--- src/rtl/seg_scan_bank_if.sv ---
// rtl/seg_scan_bank_if.sv - datapath-side and display-side signal bundle for seg_scan_bank
interface seg_scan_bank_if #(
    parameter int GROUPS = 2,
    parameter int DIGITS = 4,
    parameter int VAL_W  = 16
);
    logic                       load;
    logic [GROUPS*VAL_W-1:0]    value;
    logic [GROUPS*DIGITS*4-1:0] glyph;
    logic [GROUPS-1:0]          glyph_en;
    logic [GROUPS-1:0]          lz_blank;
    logic                       lamp_test;
    logic                       busy;
    logic [GROUPS*DIGITS-1:0]   pos;
    logic [GROUPS*8-1:0]        seg;

    modport master (
        output load, value, glyph, glyph_en, lz_blank, lamp_test,
        input  busy, pos, seg
    );

    modport slave (
        input  load, value, glyph, glyph_en, lz_blank, lamp_test,
        output busy, pos, seg
    );
endinterface

--- src/rtl/seg_scan_bank.sv ---
// rtl/seg_scan_bank.sv - multi-bank multiplexed 7-segment driver with double-dabble conversion
module seg_scan_bank #(
    parameter int GROUPS          = 2,
    parameter int DIGITS          = 4,
    parameter int VAL_W           = 16,
    parameter int SCAN_DIV        = 1000,
    parameter int POS_ACTIVE_HIGH = 1
) (
    input  logic           clk,
    input  logic           state_reset_n,
    seg_scan_bank_if.slave bus
);
    localparam int BCD_W = 4 * DIGITS;
    localparam int NPOS  = GROUPS * DIGITS;
    localparam int PRE_W = (SCAN_DIV > 1) ? $clog2(SCAN_DIV) : 1;
    localparam int IDX_W = (DIGITS > 1) ? $clog2(DIGITS) : 1;
    localparam int CNT_W = $clog2(VAL_W + 1);

    function automatic logic [63:0] pow10(input int n);
        logic [63:0] p;
        p = 64'd1;
        for (int k = 0; k < n; k++) p = p * 64'd10;
        return p;
    endfunction

    localparam logic [63:0]     MAX_VAL = pow10(DIGITS) - 64'd1;
    localparam logic [NPOS-1:0] POS_OFF = (POS_ACTIVE_HIGH != 0) ? {NPOS{1'b0}} : {NPOS{1'b1}};

    // One double-dabble step: add 3 to every nibble >= 5, then shift in the next binary bit
    function automatic logic [BCD_W-1:0] dd_step(input logic [BCD_W-1:0] b, input logic bit_in);
        logic [BCD_W-1:0] a;
        for (int k = 0; k < DIGITS; k++)
            a[4*k +: 4] = (b[4*k +: 4] >= 4'd5) ? b[4*k +: 4] + 4'd3 : b[4*k +: 4];
        return {a[BCD_W-2:0], bit_in};
    endfunction

    function automatic logic [7:0] seg_pat(input logic [3:0] code);
        case (code)
            4'd0:    return 8'h3F;
            4'd1:    return 8'h06;
            4'd2:    return 8'h5B;
            4'd3:    return 8'h4F;
            4'd4:    return 8'h66;
            4'd5:    return 8'h6D;
            4'd6:    return 8'h7D;
            4'd7:    return 8'h07;
            4'd8:    return 8'h7F;
            4'd9:    return 8'h6F;
            4'd10:   return 8'h77;
            4'd11:   return 8'h39;
            4'd12:   return 8'h79;
            4'd13:   return 8'h71;
            4'd14:   return 8'h40;
            default: return 8'h00;
        endcase
    endfunction

    logic                 r_busy;
    logic [CNT_W-1:0]     r_cnt;
    logic [VAL_W-1:0]     r_bin  [GROUPS];
    logic [BCD_W-1:0]     r_bcd  [GROUPS];
    logic [BCD_W-1:0]     r_gsh  [GROUPS];
    logic [BCD_W-1:0]     r_disp [GROUPS];
    logic [GROUPS-1:0]    r_gen;
    logic [GROUPS-1:0]    r_ovf;
    logic [GROUPS-1:0]    r_num;
    logic [PRE_W-1:0]     r_pre;
    logic [IDX_W-1:0]     r_idx;
    logic [NPOS-1:0]      r_pos;
    logic [GROUPS*8-1:0]  r_seg;
    logic [NPOS-1:0]      w_pos_nxt;
    logic [GROUPS*8-1:0]  w_seg_nxt;

    // Capture on load, run VAL_W shifts on all banks, then publish every bank in one edge
    always_ff @(posedge clk or negedge state_reset_n) begin
        if (!state_reset_n) begin
            r_busy <= 1'b0;
            r_cnt  <= '0;
            r_gen  <= '0;
            r_ovf  <= '0;
            r_num  <= '0;
            for (int g = 0; g < GROUPS; g++) begin
                r_bin[g]  <= '0;
                r_bcd[g]  <= '0;
                r_gsh[g]  <= '0;
                r_disp[g] <= '0;
            end
        end else if (!r_busy) begin
            if (bus.load) begin
                r_busy <= 1'b1;
                r_cnt  <= '0;
                r_gen  <= bus.glyph_en;
                for (int g = 0; g < GROUPS; g++) begin
                    r_bin[g] <= bus.value[g*VAL_W +: VAL_W];
                    r_bcd[g] <= '0;
                    r_gsh[g] <= bus.glyph[g*BCD_W +: BCD_W];
                    r_ovf[g] <= 64'(bus.value[g*VAL_W +: VAL_W]) > MAX_VAL;
                end
            end
        end else if (r_cnt != CNT_W'(VAL_W)) begin
            r_cnt <= r_cnt + CNT_W'(1);
            for (int g = 0; g < GROUPS; g++) begin
                r_bcd[g] <= dd_step(r_bcd[g], r_bin[g][VAL_W-1]);
                r_bin[g] <= r_bin[g] << 1;
            end
        end else begin
            r_busy <= 1'b0;
            r_num  <= ~r_gen & ~r_ovf;
            for (int g = 0; g < GROUPS; g++) begin
                if (r_gen[g])
                    r_disp[g] <= r_gsh[g];
                else if (r_ovf[g])
                    r_disp[g] <= {DIGITS{4'd14}};
                else
                    r_disp[g] <= r_bcd[g];
            end
        end
    end

    // Prescaler and shared digit index, independent of conversion and lamp test
    always_ff @(posedge clk or negedge state_reset_n) begin
        if (!state_reset_n) begin
            r_pre <= '0;
            r_idx <= '0;
        end else if (r_pre == PRE_W'(SCAN_DIV - 1)) begin
            r_pre <= '0;
            r_idx <= (r_idx == IDX_W'(DIGITS - 1)) ? '0 : r_idx + IDX_W'(1);
        end else begin
            r_pre <= r_pre + PRE_W'(1);
        end
    end

    // Next pos/seg from the current index, with live leading-zero blanking and lamp override
    always_comb begin
        logic [3:0] w_code;
        logic       w_zero_hi;
        w_pos_nxt = '0;
        w_seg_nxt = '0;
        w_code    = '0;
        w_zero_hi = 1'b0;
        for (int g = 0; g < GROUPS; g++) begin
            w_code    = r_disp[g][4*r_idx +: 4];
            w_zero_hi = 1'b1;
            for (int d = 0; d < DIGITS; d++)
                if (d >= int'(r_idx) && r_disp[g][4*d +: 4] != 4'd0) w_zero_hi = 1'b0;
            if (r_num[g] && bus.lz_blank[g] && r_idx != '0 && w_zero_hi) w_code = 4'd15;
            w_seg_nxt[8*g +: 8] = bus.lamp_test ? 8'hFF : seg_pat(w_code);
            for (int d = 0; d < DIGITS; d++)
                w_pos_nxt[g*DIGITS + d] = bus.lamp_test || (int'(r_idx) == d);
        end
        if (POS_ACTIVE_HIGH == 0) w_pos_nxt = ~w_pos_nxt;
    end

    // pos and seg registered together so they never skew
    always_ff @(posedge clk or negedge state_reset_n) begin
        if (!state_reset_n) begin
            r_pos <= POS_OFF;
            r_seg <= '0;
        end else begin
            r_pos <= w_pos_nxt;
            r_seg <= w_seg_nxt;
        end
    end

    assign bus.busy = r_busy;
    assign bus.pos  = r_pos;
    assign bus.seg  = r_seg;
endmodule

--- src/flat_wrapper.sv ---
// flat-port wrapper written by rule: the top's interface ports become plain ports
module seg_scan_bank_flat 
#(
    parameter int GROUPS          = 2,
    parameter int DIGITS          = 4,
    parameter int VAL_W           = 16,
    parameter int SCAN_DIV        = 1000,
    parameter int POS_ACTIVE_HIGH = 1
)
  (clk, state_reset_n, bus_load, bus_value, bus_glyph, bus_glyph_en, bus_lz_blank, bus_lamp_test, bus_busy, bus_pos, bus_seg);
  seg_scan_bank_if #(.GROUPS(GROUPS), .DIGITS(DIGITS), .VAL_W(VAL_W)) bus_i ();
  input  logic clk;
  input  logic state_reset_n;
  input wire logic [$bits(bus_i.load)-1:0] bus_load;
  input wire logic [$bits(bus_i.value)-1:0] bus_value;
  input wire logic [$bits(bus_i.glyph)-1:0] bus_glyph;
  input wire logic [$bits(bus_i.glyph_en)-1:0] bus_glyph_en;
  input wire logic [$bits(bus_i.lz_blank)-1:0] bus_lz_blank;
  input wire logic [$bits(bus_i.lamp_test)-1:0] bus_lamp_test;
  output wire logic [$bits(bus_i.busy)-1:0] bus_busy;
  output wire logic [$bits(bus_i.pos)-1:0] bus_pos;
  output wire logic [$bits(bus_i.seg)-1:0] bus_seg;
  assign bus_i.load = bus_load;
  assign bus_i.value = bus_value;
  assign bus_i.glyph = bus_glyph;
  assign bus_i.glyph_en = bus_glyph_en;
  assign bus_i.lz_blank = bus_lz_blank;
  assign bus_i.lamp_test = bus_lamp_test;
  assign bus_busy = bus_i.busy;
  assign bus_pos = bus_i.pos;
  assign bus_seg = bus_i.seg;
  seg_scan_bank #(.GROUPS(GROUPS), .DIGITS(DIGITS), .VAL_W(VAL_W), .SCAN_DIV(SCAN_DIV), .POS_ACTIVE_HIGH(POS_ACTIVE_HIGH)) u_core (.clk(clk), .state_reset_n(state_reset_n), .bus(bus_i));
endmodule
--- config.mk ---
export PLATFORM = sky130hd
export DESIGN_NAME = seg_scan_bank_flat
export DESIGN_NICKNAME = d
export VERILOG_FILES = /design/src/rtl/seg_scan_bank_if.sv /design/src/rtl/seg_scan_bank.sv /design/src/flat_wrapper.sv
export SDC_FILE = /design/constraint.sdc
export NUM_CORES = 1
export LEC_CHECK = 0
export CAP_MARGIN = 20
export CORE_MARGIN = 4
export CORE_UTILIZATION = 25
export CTS_CLUSTER_SIZE = 25
export DETAILED_ROUTE_END_ITERATION = 12
export PLACE_DENSITY = 0.38
export RECOVER_POWER = 100
export SYNTH_ARGS = -nofsm -noshare
export SYNTH_HDL_FRONTEND = slang
export SYNTH_SLANG_ARGS = --single-unit
--- constraint.sdc ---
create_clock -name clk -period 3.5 [get_ports clk]
set_input_delay 1.05 -clock clk [delete_from_list [all_inputs] [get_ports clk]]
set_output_delay 1.05 -clock clk [all_outputs]
set_load 0.1 [all_outputs]
==> results.json <==
{
  "status": "finished, violations left",
  "violations": "max-capacitance violations, max-slew violations",
  "cts_made_buffers": 17,
  "area_growth_pct": 21.1,
  "power_leakage_nw": 4.48,
  "hold_depth": 1,
  "vdd_drop_max_mv": 0.343,
  "fp.dieArea_sq_mm": 0.0369,
  "cp_cell_sequence": "dlygate4sd3_1 -> nor2b_1 -> a21oi_1 -> clkbuf_1 -> o21ai_0",
  "hp-class": "reg2reg",
  "synth.avg_cell_area_sq_um": 9.79,
  "ys_top_cells_by_count": "189 x nand2_1, 171 x dfrtp_1, 83 x o21ai_0, 36 x ha_1, 35 x mux2i_1",
  "cts.sinks": 171,
  "setup_tns_ps": 0,
  "p_sw_mw": 3.73,
  "gp_congestion": 0.726,
  "crit_cells": 5,
  "cp_top_family": "buffers and inverters",
  "yosysUniqueCellTypes": 52,
  "powerDensity_mw_per_mm2": 856,
  "p_int_mw": 5.05,
  "antenna_found_initial": 0,
  "maxSlewHeadroom_pct": -20.2,
  "cts.clk_slew.worst_paths_ps": 70,
  "worstMarginPinSlew_ps": 1800,
  "pwr-share-clk_pct": 21.4,
  "holdBufCountCts": 0,
  "rr_worst_depth": 5,
  "worst_setup_path_start_kind": "primary input",
  "firstDrtPassIters": 4,
  "place_ws_ps": 299,
  "netSwitchingFraction_pct": 42.5,
  "max_freq_ghz": 0.344,
  "drt_iter0_drc": 298,
  "maxSlewViolCount": 65,
  "cts_root_buf": "clkbuf_16",
  "yosysMostFrequentCell": "nand2_1",
  "synth_fp_nets": 972,
  "drtAntennaViolNets": 0,
  "yosys.area.top_type": "dfrtp_1",
  "synth-seq-cells": 171,
  "worstPathArrival_ps": 3160,
  "drc_errors": 0,
  "cts_tree": "yes",
  "drive_above_1_share_pct": 8.05,
  "die_w_um": 192,
  "insertion_delay_ps": 430,
  "cts_buffer_depth": 2,
  "grtUsageTotal_pct": 12.6,
  "port_buffers": 96,
  "max_cap_viol_count": 1,
  "setup_slack_ps": 591,
  "globalRouteOverflowTotal": 0,
  "rsz0062_at_grt": "no",
  "synth-edff-count": 0,
  "p_comb_share_pct": 38.6,
  "synth_area_leaders": "dfrtp_1 51%, nand2_1 8.4%, ha_1 5.3%",
  "ctsResizeCount": 0,
  "period_share_pct": 83.1,
  "netlist.area_leader.share_pct": 50.6,
  "ioPinCount": 97,
  "path_class": "in2reg",
  "async_flop_share_pct": 100,
  "vias": 6289,
  "post-dp-hpwl_um": 15900,
  "die_h_um": 192,
  "ys_seq_area_share_pct": 50.6,
  "via_per_inst": 4.48,
  "hold_viol": 0,
  "synth_area_sq_mm": 0.00846,
  "sequentialPowerShare_pct": 39.9,
  "cp_num_buf_inv": 2,
  "grt_pass1_vias": 6656,
  "worst_hold_slack_ps": 459,
  "synthFlopType": "dfrtp_1",
  "routedWlPerCell_um": 15.9,
  "h-tree-depth": 4,
  "path_max_fanout": 32,
  "grt_pass1_wl_um": 36900,
  "routed_wl_um": 22300,
  "n_antenna_cell": 0,
  "num_rows": 67,
  "fin_total_pwr_mw": 8.77,
  "cp.required_ps": 3760,
  "finalNetCount": 1053,
  "period_needed_ps": 2910,
  "max_stage_delay_ps": 900,
  "cts_setup_buffers": 0,
  "clock_skew_ps": 20.4,
  "worst_setup_path_end_kind": "flop",
  "critPathSlowestCell": "clkbuf_1",
  "grt_max_degree": 69,
  "ys_warn_count": 0,
  "initial_core_util_pct": 25.3,
  "coreArea_sq_mm": 0.0334,
  "syn_inst": 864,
  "setup_viol": 0
}
-- metrics by stage --
| step | util [%] | std cells | instance area (sq um) |
|---|---|---|---|
| global placement | 29.4 | 1374 | 9830 |
| detailed placement | 29.4 | 1374 | 9830 |
| finish | 30.6 | 1405 | 10200 |
| CTS | 31.1 | 1405 | 10400 |
| global route | 30.6 | 1405 | 10200 |
| floorplan | - | 864 | 8460 |
-- layer usage --
layer	vias up	share of wire, %	GRT usage, %
met5	-	0	0
met4	0	0.53	2.63
met3	8	2.9	2.34
met2	82	45	19.6
met1	3040	52	18.5
li1	3159	-	-
-- cell usage in the layout, fill, tap and decap left out, types with 23 or more instances in the layout --
cell               n
dfrtp_1          171
inv_1             29
o22ai_1           23
ha_1              36
o21ai_0          102
clkdlybuf4s50_1   67
nand2_1          189
mux2i_1           35
nand3_1           23
clkbuf_1          31
nor2_1            32
-- cells by family after synthesis --
kind of cell             Yosys count  synth area share [%]
AND/OR/NAND/NOR                  303                  15.6
AO/OA/AOI/OAI                    194                  13.8
flip-flops                       171                  50.6
buffers and inverters             83                  4.55
multiplexers                      54                  7.73
adder cells (fa/ha/maj)           36                  5.32
XOR/XNOR                          23                  2.38
-- registers in the layout, indices dropped and copies added, names as in the netlist --
signal and flops:
u_core.r_gen 2, u_core.r_idx 2, u_core.r_cnt 5, u_core.r_num 2, u_core.r_ovf 2, u_core.bus.seg 15
u_core.r_bin 32, u_core.bus.pos 4, u_core.bus.busy 1, u_core.r_disp 32, u_core.r_gsh 32, u_core.r_pre 10
u_core.r_bcd 32
-- worst paths after layout --
kind / startpoint / endpoint / slack (ps)
worst max register to register: u_core.bus.busy$_DFF_PN0_ / u_core.r_disp[26]$_DFFE_PN0P_ / 640
worst max-delay path: bus_load / u_core.r_bin[13]$_DFFE_PN0P_ / 590
worst min-delay path: u_core.r_pre[0]$_DFF_PN0_ / u_core.r_pre[0]$_DFF_PN0_ / 460
max in group asynchronous: state_reset_n / u_core.r_bin[10]$_DFFE_PN0P_ / 840
worst min register to register: u_core.r_pre[0]$_DFF_PN0_ / u_core.r_pre[0]$_DFF_PN0_ / 460
min in group asynchronous: state_reset_n / u_core.bus.seg[8]$_DFF_PN0_ / 1080
-- layout make-up --
cell class,count,area [sq um]
timing repair buffer,115,922
clock buffer,17,425
sequential,171,4280
fill,3562,23200
clock inverter,14,154
inverter,30,113
multi-input combinational,610,3800
tap,448,561
-- power groups by stage --
stage	clock network, mW	registers (mW)	logic (mW)
floorplan	0	3.68	2.35
global placement	0	3.57	3.53
detailed placement	0	3.56	3.54
CTS	1.95	3.52	3.55
global route	2.04	3.63	3.87
finish	1.88	3.50	3.39
(Power assumes the default switching activity.)
